File: src/rtl/ysyx_lsu_pkg.sv
// Shared types and constants for the load/store unit.
package ysyx_lsu_pkg;

    localparam int unsigned BIT_W  = 32;
    localparam int unsigned STRB_W = BIT_W / 8;

    typedef enum logic [2:0] {
        ST_IDLE  = 3'd0,
        ST_RD_A  = 3'd1,
        ST_RD_D  = 3'd2,
        ST_WR_AW = 3'd3,
        ST_WR_B  = 3'd4,
        ST_RESP  = 3'd5
    } lsu_state_e;

    // inst[14:12] encodings for loads and stores
    localparam logic [2:0] F3_LB  = 3'b000;
    localparam logic [2:0] F3_LH  = 3'b001;
    localparam logic [2:0] F3_LW  = 3'b010;
    localparam logic [2:0] F3_LBU = 3'b100;
    localparam logic [2:0] F3_LHU = 3'b101;
    localparam logic [2:0] F3_SB  = 3'b000;
    localparam logic [2:0] F3_SH  = 3'b001;
    localparam logic [2:0] F3_SW  = 3'b010;

    localparam logic [1:0] AXI_RESP_OKAY = 2'b00;

    // Halfword accesses need addr[0]==0, word accesses need addr[1:0]==0.
    function automatic logic is_misaligned(input logic [2:0] func3, input logic [1:0] addr_lo);
        return ((func3[1:0] == 2'b01) && addr_lo[0]) ||
               ((func3[1:0] == 2'b10) && (addr_lo != 2'b00));
    endfunction

endpackage

File: src/rtl/ysyx_lsu_if.sv
// AXI4-Lite data-side bus between the LSU (master) and memory (slave).
interface ysyx_lsu_if;
    import ysyx_lsu_pkg::*;

    logic [BIT_W-1:0]  araddr;
    logic              arvalid;
    logic              arready;
    logic [BIT_W-1:0]  rdata;
    logic [1:0]        rresp;
    logic              rvalid;
    logic              rready;
    logic [BIT_W-1:0]  awaddr;
    logic              awvalid;
    logic              awready;
    logic [BIT_W-1:0]  wdata;
    logic [STRB_W-1:0] wstrb;
    logic              wvalid;
    logic              wready;
    logic [1:0]        bresp;
    logic              bvalid;
    logic              bready;

    modport master (
        output araddr, arvalid, input arready,
        input  rdata, rresp, rvalid, output rready,
        output awaddr, awvalid, input awready,
        output wdata, wstrb, wvalid, input wready,
        input  bresp, bvalid, output bready
    );

    modport slave (
        input  araddr, arvalid, output arready,
        output rdata, rresp, rvalid, input rready,
        input  awaddr, awvalid, output awready,
        input  wdata, wstrb, wvalid, output wready,
        output bresp, bvalid, input bready
    );

endinterface

File: src/rtl/ysyx_lsu_align.sv
// Byte-lane alignment: load shift/extend and store shift/strobe generation.
module ysyx_lsu_align
    import ysyx_lsu_pkg::*;
(
    input  logic [1:0]        ld_addr_lo,
    input  logic [2:0]        ld_func3,
    input  logic [BIT_W-1:0]  ld_rdata,
    output logic [BIT_W-1:0]  ld_data_c,
    input  logic [1:0]        st_addr_lo,
    input  logic [2:0]        st_func3,
    input  logic [BIT_W-1:0]  st_wdata,
    output logic [BIT_W-1:0]  st_wdata_c,
    output logic [STRB_W-1:0] st_wstrb_c
);

    logic [BIT_W-1:0] ld_shifted;

    // Load: move the addressed lane down to bit 0, then extend by access type
    always_comb begin
        ld_shifted = ld_rdata >> {ld_addr_lo, 3'b000};
        case (ld_func3)
            F3_LB:   ld_data_c = {{(BIT_W-8){ld_shifted[7]}}, ld_shifted[7:0]};
            F3_LBU:  ld_data_c = {{(BIT_W-8){1'b0}}, ld_shifted[7:0]};
            F3_LH:   ld_data_c = {{(BIT_W-16){ld_shifted[15]}}, ld_shifted[15:0]};
            F3_LHU:  ld_data_c = {{(BIT_W-16){1'b0}}, ld_shifted[15:0]};
            F3_LW:   ld_data_c = ld_shifted;
            default: ld_data_c = ld_shifted;
        endcase
    end

    // Store: move right-justified data up to its lane and enable matching bytes
    always_comb begin
        st_wdata_c = st_wdata << {st_addr_lo, 3'b000};
        case (st_func3)
            F3_SB:   st_wstrb_c = STRB_W'(4'b0001) << st_addr_lo;
            F3_SH:   st_wstrb_c = STRB_W'(4'b0011) << st_addr_lo;
            F3_SW:   st_wstrb_c = STRB_W'(4'b1111);
            default: st_wstrb_c = STRB_W'(4'b1111);
        endcase
    end

endmodule

File: src/rtl/ysyx_lsu.sv
// Load/store unit: one EXU request at a time onto an AXI4-Lite data bus.
module ysyx_lsu
    import ysyx_lsu_pkg::*;
(
    input  logic              clk,
    input  logic              rst,
    input  logic              lsu_avalid,
    input  logic              lsu_ren,
    input  logic              lsu_wen,
    input  logic [BIT_W-1:0]  lsu_addr,
    input  logic [BIT_W-1:0]  lsu_wdata,
    input  logic [2:0]        lsu_func3,
    output logic [BIT_W-1:0]  lsu_rdata_o,
    output logic              lsu_rvalid_o,
    output logic              lsu_wready_o,
    output logic              lsu_fault_o,
    ysyx_lsu_if.master        bus
);

    lsu_state_e        state_q, state_d;
    logic [BIT_W-1:0]  addr_q, addr_d;
    logic [2:0]        func3_q, func3_d;
    logic [BIT_W-1:0]  wdata_q, wdata_d;
    logic [STRB_W-1:0] wstrb_q, wstrb_d;
    logic              arvalid_q, arvalid_d;
    logic              rready_q, rready_d;
    logic              awvalid_q, awvalid_d;
    logic              wvalid_q, wvalid_d;
    logic              bready_q, bready_d;
    logic              aw_done_q, aw_done_d;
    logic              w_done_q, w_done_d;
    logic              rvalid_q, rvalid_d;
    logic              wready_q, wready_d;
    logic              fault_q, fault_d;
    logic [BIT_W-1:0]  rdata_q, rdata_d;

    logic [BIT_W-1:0]  ld_data_c;
    logic [BIT_W-1:0]  st_wdata_c;
    logic [STRB_W-1:0] st_wstrb_c;
    logic              aw_hs_c, w_hs_c;

    ysyx_lsu_align u_align (
        .ld_addr_lo (addr_q[1:0]),
        .ld_func3   (func3_q),
        .ld_rdata   (bus.rdata),
        .ld_data_c  (ld_data_c),
        .st_addr_lo (lsu_addr[1:0]),
        .st_func3   (lsu_func3),
        .st_wdata   (lsu_wdata),
        .st_wdata_c (st_wdata_c),
        .st_wstrb_c (st_wstrb_c)
    );

    assign aw_hs_c = awvalid_q & bus.awready;
    assign w_hs_c  = wvalid_q & bus.wready;

    // Next-state and next-output logic; outputs are set on entry to the state that owns them
    always_comb begin
        state_d   = state_q;
        addr_d    = addr_q;
        func3_d   = func3_q;
        wdata_d   = wdata_q;
        wstrb_d   = wstrb_q;
        arvalid_d = arvalid_q;
        rready_d  = rready_q;
        awvalid_d = awvalid_q;
        wvalid_d  = wvalid_q;
        bready_d  = bready_q;
        aw_done_d = aw_done_q;
        w_done_d  = w_done_q;
        rdata_d   = rdata_q;
        rvalid_d  = 1'b0;
        wready_d  = 1'b0;
        fault_d   = 1'b0;

        case (state_q)
            ST_IDLE: begin
                if (lsu_avalid && (lsu_ren || lsu_wen)) begin
                    addr_d  = lsu_addr;
                    func3_d = lsu_func3;
                    wdata_d = st_wdata_c;
                    wstrb_d = st_wstrb_c;
                    if (is_misaligned(lsu_func3, lsu_addr[1:0])) begin
                        state_d  = ST_RESP;
                        fault_d  = 1'b1;
                        rvalid_d = lsu_ren;
                        wready_d = ~lsu_ren;
                    end else if (lsu_ren) begin
                        state_d   = ST_RD_A;
                        arvalid_d = 1'b1;
                    end else begin
                        state_d   = ST_WR_AW;
                        awvalid_d = 1'b1;
                        wvalid_d  = 1'b1;
                        aw_done_d = 1'b0;
                        w_done_d  = 1'b0;
                    end
                end
            end
            ST_RD_A: begin
                if (arvalid_q && bus.arready) begin
                    arvalid_d = 1'b0;
                    rready_d  = 1'b1;
                    state_d   = ST_RD_D;
                end
            end
            ST_RD_D: begin
                if (bus.rvalid) begin
                    rready_d = 1'b0;
                    rdata_d  = ld_data_c;
                    fault_d  = (bus.rresp != AXI_RESP_OKAY);
                    rvalid_d = 1'b1;
                    state_d  = ST_RESP;
                end
            end
            ST_WR_AW: begin
                if (aw_hs_c) awvalid_d = 1'b0;
                if (w_hs_c)  wvalid_d  = 1'b0;
                aw_done_d = aw_done_q | aw_hs_c;
                w_done_d  = w_done_q | w_hs_c;
                if (aw_done_d && w_done_d) begin
                    bready_d = 1'b1;
                    state_d  = ST_WR_B;
                end
            end
            ST_WR_B: begin
                if (bus.bvalid) begin
                    bready_d = 1'b0;
                    fault_d  = (bus.bresp != AXI_RESP_OKAY);
                    wready_d = 1'b1;
                    state_d  = ST_RESP;
                end
            end
            ST_RESP: begin
                state_d = ST_IDLE;
            end
            default: begin
                state_d = ST_IDLE;
            end
        endcase
    end

    // State and output registers; reset abandons any transaction in flight
    always_ff @(posedge clk) begin
        if (rst) begin
            state_q   <= ST_IDLE;
            addr_q    <= '0;
            func3_q   <= '0;
            wdata_q   <= '0;
            wstrb_q   <= '0;
            arvalid_q <= 1'b0;
            rready_q  <= 1'b0;
            awvalid_q <= 1'b0;
            wvalid_q  <= 1'b0;
            bready_q  <= 1'b0;
            aw_done_q <= 1'b0;
            w_done_q  <= 1'b0;
            rvalid_q  <= 1'b0;
            wready_q  <= 1'b0;
            fault_q   <= 1'b0;
            rdata_q   <= '0;
        end else begin
            state_q   <= state_d;
            addr_q    <= addr_d;
            func3_q   <= func3_d;
            wdata_q   <= wdata_d;
            wstrb_q   <= wstrb_d;
            arvalid_q <= arvalid_d;
            rready_q  <= rready_d;
            awvalid_q <= awvalid_d;
            wvalid_q  <= wvalid_d;
            bready_q  <= bready_d;
            aw_done_q <= aw_done_d;
            w_done_q  <= w_done_d;
            rvalid_q  <= rvalid_d;
            wready_q  <= wready_d;
            fault_q   <= fault_d;
            rdata_q   <= rdata_d;
        end
    end

    assign bus.araddr   = addr_q;
    assign bus.arvalid  = arvalid_q;
    assign bus.rready   = rready_q;
    assign bus.awaddr   = addr_q;
    assign bus.awvalid  = awvalid_q;
    assign bus.wdata    = wdata_q;
    assign bus.wstrb    = wstrb_q;
    assign bus.wvalid   = wvalid_q;
    assign bus.bready   = bready_q;
    assign lsu_rdata_o  = rdata_q;
    assign lsu_rvalid_o = rvalid_q;
    assign lsu_wready_o = wready_q;
    assign lsu_fault_o  = fault_q;

endmodule

File: src/flat_wrapper.sv
// flat-port wrapper written by rule: the top's interface ports become plain ports
module ysyx_lsu_flat import ysyx_lsu_pkg::*;
  (clk, rst, lsu_avalid, lsu_ren, lsu_wen, lsu_addr, lsu_wdata, lsu_func3, lsu_rdata_o, lsu_rvalid_o, lsu_wready_o, lsu_fault_o, bus_araddr, bus_arvalid, bus_arready, bus_rdata, bus_rresp, bus_rvalid, bus_rready, bus_awaddr, bus_awvalid, bus_awready, bus_wdata, bus_wstrb, bus_wvalid, bus_wready, bus_bresp, bus_bvalid, bus_bready);
  ysyx_lsu_if bus_i ();
  input  logic clk;
  input  logic rst;
  input  logic lsu_avalid;
  input  logic lsu_ren;
  input  logic lsu_wen;
  input  logic [BIT_W-1:0] lsu_addr;
  input  logic [BIT_W-1:0] lsu_wdata;
  input  logic [2:0] lsu_func3;
  output logic [BIT_W-1:0] lsu_rdata_o;
  output logic lsu_rvalid_o;
  output logic lsu_wready_o;
  output logic lsu_fault_o;
  output wire logic [$bits(bus_i.araddr)-1:0] bus_araddr;
  output wire logic [$bits(bus_i.arvalid)-1:0] bus_arvalid;
  input wire logic [$bits(bus_i.arready)-1:0] bus_arready;
  input wire logic [$bits(bus_i.rdata)-1:0] bus_rdata;
  input wire logic [$bits(bus_i.rresp)-1:0] bus_rresp;
  input wire logic [$bits(bus_i.rvalid)-1:0] bus_rvalid;
  output wire logic [$bits(bus_i.rready)-1:0] bus_rready;
  output wire logic [$bits(bus_i.awaddr)-1:0] bus_awaddr;
  output wire logic [$bits(bus_i.awvalid)-1:0] bus_awvalid;
  input wire logic [$bits(bus_i.awready)-1:0] bus_awready;
  output wire logic [$bits(bus_i.wdata)-1:0] bus_wdata;
  output wire logic [$bits(bus_i.wstrb)-1:0] bus_wstrb;
  output wire logic [$bits(bus_i.wvalid)-1:0] bus_wvalid;
  input wire logic [$bits(bus_i.wready)-1:0] bus_wready;
  input wire logic [$bits(bus_i.bresp)-1:0] bus_bresp;
  input wire logic [$bits(bus_i.bvalid)-1:0] bus_bvalid;
  output wire logic [$bits(bus_i.bready)-1:0] bus_bready;
  assign bus_araddr = bus_i.araddr;
  assign bus_arvalid = bus_i.arvalid;
  assign bus_i.arready = bus_arready;
  assign bus_i.rdata = bus_rdata;
  assign bus_i.rresp = bus_rresp;
  assign bus_i.rvalid = bus_rvalid;
  assign bus_rready = bus_i.rready;
  assign bus_awaddr = bus_i.awaddr;
  assign bus_awvalid = bus_i.awvalid;
  assign bus_i.awready = bus_awready;
  assign bus_wdata = bus_i.wdata;
  assign bus_wstrb = bus_i.wstrb;
  assign bus_wvalid = bus_i.wvalid;
  assign bus_i.wready = bus_wready;
  assign bus_i.bresp = bus_bresp;
  assign bus_i.bvalid = bus_bvalid;
  assign bus_bready = bus_i.bready;
  ysyx_lsu u_core (.clk(clk), .rst(rst), .lsu_avalid(lsu_avalid), .lsu_ren(lsu_ren), .lsu_wen(lsu_wen), .lsu_addr(lsu_addr), .lsu_wdata(lsu_wdata), .lsu_func3(lsu_func3), .lsu_rdata_o(lsu_rdata_o), .lsu_rvalid_o(lsu_rvalid_o), .lsu_wready_o(lsu_wready_o), .lsu_fault_o(lsu_fault_o), .bus(bus_i));
endmodule
File: config.mk
export PLATFORM = sky130hd
export DESIGN_NAME = ysyx_lsu_flat
export DESIGN_NICKNAME = d
export VERILOG_FILES = /design/src/rtl/ysyx_lsu_pkg.sv /design/src/rtl/ysyx_lsu_if.sv /design/src/rtl/ysyx_lsu_align.sv /design/src/rtl/ysyx_lsu.sv /design/src/flat_wrapper.sv
export SDC_FILE = /design/constraint.sdc
export NUM_CORES = 1
export LEC_CHECK = 0
export ABC_AREA = 1
export BUFFER_PORTS_ARGS = -buffer_cell sky130_fd_sc_hd__buf_4
export CAP_MARGIN = 20
export CORE_MARGIN = 5
export CORE_UTILIZATION = 35
export CTS_CLUSTER_DIAMETER = 200
export DETAILED_ROUTE_END_ITERATION = 7
export HOLD_SLACK_MARGIN = 0.1
export PLACE_DENSITY = 0.62
export SYNTH_ARGS = -nofsm -noshare
export SYNTH_HDL_FRONTEND = slang
export SYNTH_SLANG_ARGS = --single-unit
File: constraint.sdc
create_clock -name clk -period 2 [get_ports clk]
set_input_delay 0.2 -clock clk [delete_from_list [all_inputs] [get_ports clk]]
set_output_delay 0.2 -clock clk [all_outputs]
set_load 0.02 [all_outputs]
==> reports/metrics.sh <==
STATUS='complete, no violations'
PLACE_WORST_SETUP_SLACK_PS=109.8
POWER_SWITCHING_SHARE_PCT=37.81
POST_LAYOUT_POWER_mW=10.75
CORE_OCCUPANCY_IN_THE_FINISHED_LAYOUT_PCT=53.40
TIMING.CRITICAL_PATH.CELLS='dlygate4sd3_1 > buf_4 > o21ai_2 > nor2_8 > buf_6 > o21ai_0 > a21oi_1 > dlygate4sd3_1'
WORST_HOLD_STARTPOINT='lsu_wdata[24]'
TOTAL_LEAKAGE_POWER_nW=4.345
WORST-R2R-SETUP-SLACK_PS=120
DESIGN.PORTCOUNT=253
SYN_AREA_UM2=5883
FINAL_COMMON_CELL='buf_4'
DIE_H_UM=139.7
WIRE_LENGTH_OF_THE_FIRST_GLOBAL_ROUTING_PASS_UM=32150
GRT_ANTENNA_BEFORE_REPAIR=0
CRITICAL_PATH_CLASS='in -> reg'
ROUTE.FINAL.WIRE_LENGTH_UM=20100
FINALHOLDVIOLATIONS=0
YS_ASYNC_SR_FRACTION_PCT=0
POWER_REPORT.INTERNAL_TOTAL_mW=6.682
HOLD_PATH_END='u_core.bus.wdata[24]'
WORST_SETUP_PATH_END_KIND='flip-flop'
CRITICAL_PATH_PEAK_FANOUT=28
REG2REGPATHDEPTH=7
CRIT_TOP_CELL='dlygate4sd3_1'
CTS_TREE='built'
ANT_NETS=0
SYN-INSTANCE-COUNT=865
TRITONCTS.NUM_BUFFERS=17
FIRST_GLOBAL_VIAS=6088
FMAX_MHz=529.1
AGGREGATE_GLOBAL_ROUTE_RESOURCE_USAGE_PCT=20.03
DIEAREA_UM2=19500
DRIVE_GT1_SHARE_PCT=30.37
SEQPWRFRAC_PCT=29.5
GLOBALROUTE.TOTALOVERFLOW=0
SYNTH-WARNING-COUNT=0
RSZ0062_AT_GRT='no'
PLACEMENTROWS=47
CRITICAL-PATH-SLOWEST-CELL='dlygate4sd3_1'
YOSYS_MOST_USED_DFF='dfxtp_1'
MAX_SLEW.WORST_PIN.SLEW_PS=616.4
FINALWEIGHTEDCONGESTION=0.8580
ANTENNA_CELLS=0
FLOORPLAN.DIE.WIDTH_UM=139.7
WORST-ENDPOINT-ARRIVAL_PS=2190
INSERTION_DELAY_OF_THE_LATER_CLOCKED_PIN_IN_THE_WORST_SKEW_PAIR_PS=410
CLOCK-SKEW-FINAL_PS=8.268
SYN_TO_FINAL_GROWTH_PCT=50.00
SYNTHESIZED_NETS=978
TIMING.MAX_CAP.VIOLATIONS=0
SYNTH.YOSYS.SEQ_AREA_SHARE_PCT=39.47
WORST_SETUP_PATH_STARTPOINT='lsu_ren'
MOSTFREQUENTLAYOUTCELLS='267 x buf_4, 184 x nor2_1, 154 x nand2_1, 114 x dfxtp_1, 67 x o21ai_0'
GRT_MAX_DEGREE=53
CRIT-REG2REG-CAPTURE='u_core.bus.wstrb[2]'
YOSYS_REGISTER_BITS=116
SYNTHDISTINCTLIBCELLS=35
SETUP.WORST_PATH.START_CLASS='input pin'
PORT_BUFFERS=252
CLOCK_POWER_SHARE_PCT=30.1
SYN_AVG_CELL_AREA_UM2=6.801
INITIAL_UTILIZATION_PCT=35.60
VIASPERCELL=4.727
REQUIRED_PS=2300
CTS_HTREE_LEVELS=4
WORST_IR_DROP_VDD_uV=624.5
COUNT_OF_FLIP_FLOPS_WITH_A_BUILT_IN_ENABLE_AFTER_SYNTHESIS=0
COMB_POWER_SHARE_PCT=40.4
NET_SWITCHING_COMPONENT_OF_THE_POWER_mW=4.064
NNETSFINAL=1226
DRT_FIRST_PASS_ITERS=8
FINALMAXSLEWVIOLATIONS=0
DETAILEDROUTE.FIRSTITERATIONVIOLATIONS=513
CLK_PATH_BUF_DEPTH=2
COREAREA_UM2=16520
SETUP_WS_PS=110.1
DRT_DRC_VIOLATIONS_LEFT=0
DP_HPWL_UM=14310
WORSTHOLDPATHTYPE='in -> reg'
FINAL_SETUP_VIOLATION_COUNT=0
TOTALNEGATIVESETUPSLACK_PS=0
POST_ROUTE_HOLD_SLACK_PS=119.0
FINALWORSTPATHREQUIREDPERIOD_PS=1890
CELLPOWERDENSITY_nW_PER_UM2=1218
TIMING.RR.START='u_core.state_q[2]'
CLK_TRANSITION_REPORTED_PATHS_PS=60
DETAIL_ROUTE.WL_PER_CELL_UM=14.93
DELAY_OF_THE_SLOWEST_CELL_ON_THE_WORST_PATH_PS=550
ROOT_BUFFER='clkbuf_16'
HOLDPATHSTAGES=3
RELSLEWSLACK_PCT=58.86
VIAS=6362
CLOCK_SINKS=116
FINAL.PERIOD_UTILIZATION_PCT=94.50
## per-layer routing
metal / up-vias / share of wire (%) / global-route usage [%]
met5: - / 0 / 0
met4: 0 / 2.0 / 6.578
met3: 23 / 6.6 / 5.729
met2: 191 / 46 / 31.30
met1: 2880 / 45 / 26.72
li1: 3268 / - / -
## sequential cells by signal (all words and copies together) (netlist names)
signal and flops:
u_core.func3_q 3, u_core.bus.arvalid 1, u_core.bus.araddr 32, u_core.state_q 3, u_core.bus.awvalid 1, u_core.w_done_q 1
u_core.lsu_fault_o 1, u_core.lsu_rvalid_o 1, u_core.bus.wdata 32, u_core.bus.wvalid 1, u_core.bus.rready 1, u_core.aw_done_q 1
u_core.lsu_rdata_o 32, u_core.bus.wstrb 4, u_core.lsu_wready_o 1, u_core.bus.bready 1
## Yosys cell counts (2+ instances only)
cell type    n  area share [%]
nand3_2      9             1.5
nand2_1    154             9.8
a21oi_1     44             3.7
a31oi_1      9            0.96
dfxtp_1    116              39
clkbuf_1    29             1.9
a21oi_2      8             1.2
or2_1        2            0.21
o21ai_1      7            0.60
or2_2       12             1.3
buf_4       36             4.6
nor3_1       3            0.26
o21bai_1     2            0.26
nor2_8       2            0.68
clkbuf_2     2            0.17
inv_1       57             3.6
buf_2       17             1.4
o211ai_1    22             2.8
nand4_1      2            0.21
nand3_1     57             4.8
nor2_1     184              12
clkinv_1     2            0.13
buf_1        3            0.19
a22oi_1      8             1.0
o21ai_0     67             5.7
inv_2        2            0.13
## stage by stage
stage	area (um2)	std cells
floorplan	5883	865
global placement	7695	1265
detailed placement	7695	1265
CTS	8793	1344
global route	8825	1346
finish	8825	1346
## area by class of cell
cell class	instances	area, um2
fill	1644	7700
clock inverter	9	150.1
tap	220	275.3
sequential	116	2325
timing repair buffer	317	2526
multi-input combinational	599	2830
inverter	62	240.2
clock buffer	23	478.0
## what timing repair did
action / CTS / global route
setup buffers: 0 / 2
hold endpoints to repair: 52 / 0
gates resized for setup: 0 / 6
hold buffers: 47 / 0
endpoints found under the setup margin: 0 / 17
## how the worst max path moves through the flow
stage | end | cells past startpoint
3_3_place_gp | u_core.lsu_rdata_o[20] | 7
4_1_cts | u_core.bus.wstrb[2] | 7
3_5_place_dp | u_core.lsu_rdata_o[23] | 7
5_1_grt | u_core.bus.wstrb[2] | 7
2_1_floorplan | u_core.lsu_rdata_o[22] | 9
6_report | u_core.bus.wstrb[2] | 8
## critical path, delay by kind of cell
kind	cells	cell delay, ps
AOI/OAI and AO/OA	3	480
buffers and inverters	4	1410
and+or+nand+nor	1	80
## logic make-up (layout without fill, tap and decap cells)
kind of cell | after synthesis | after routing | share of synthesized area (%)
DFF | 116 | 116 | 39.47
buffers and inverters | 150 | 411 | 12.51
and+or+nand+nor | 430 | 430 | 31.48
AOI/OAI and AO/OA | 169 | 169 | 16.55
## power groups by stage
stage | clock network (mW) | registers [mW] | logic (mW)
after floorplan | 0 | 3.64 | 2.33
after global placement | 0 | 3.20 | 4.20
after detailed placement | 0 | 3.20 | 4.22
after CTS | 3.30 | 3.16 | 4.32
after global routing | 3.41 | 3.24 | 4.77
final | 3.24 | 3.17 | 4.34
Note: power is estimated with default switching activity, not from simulation.
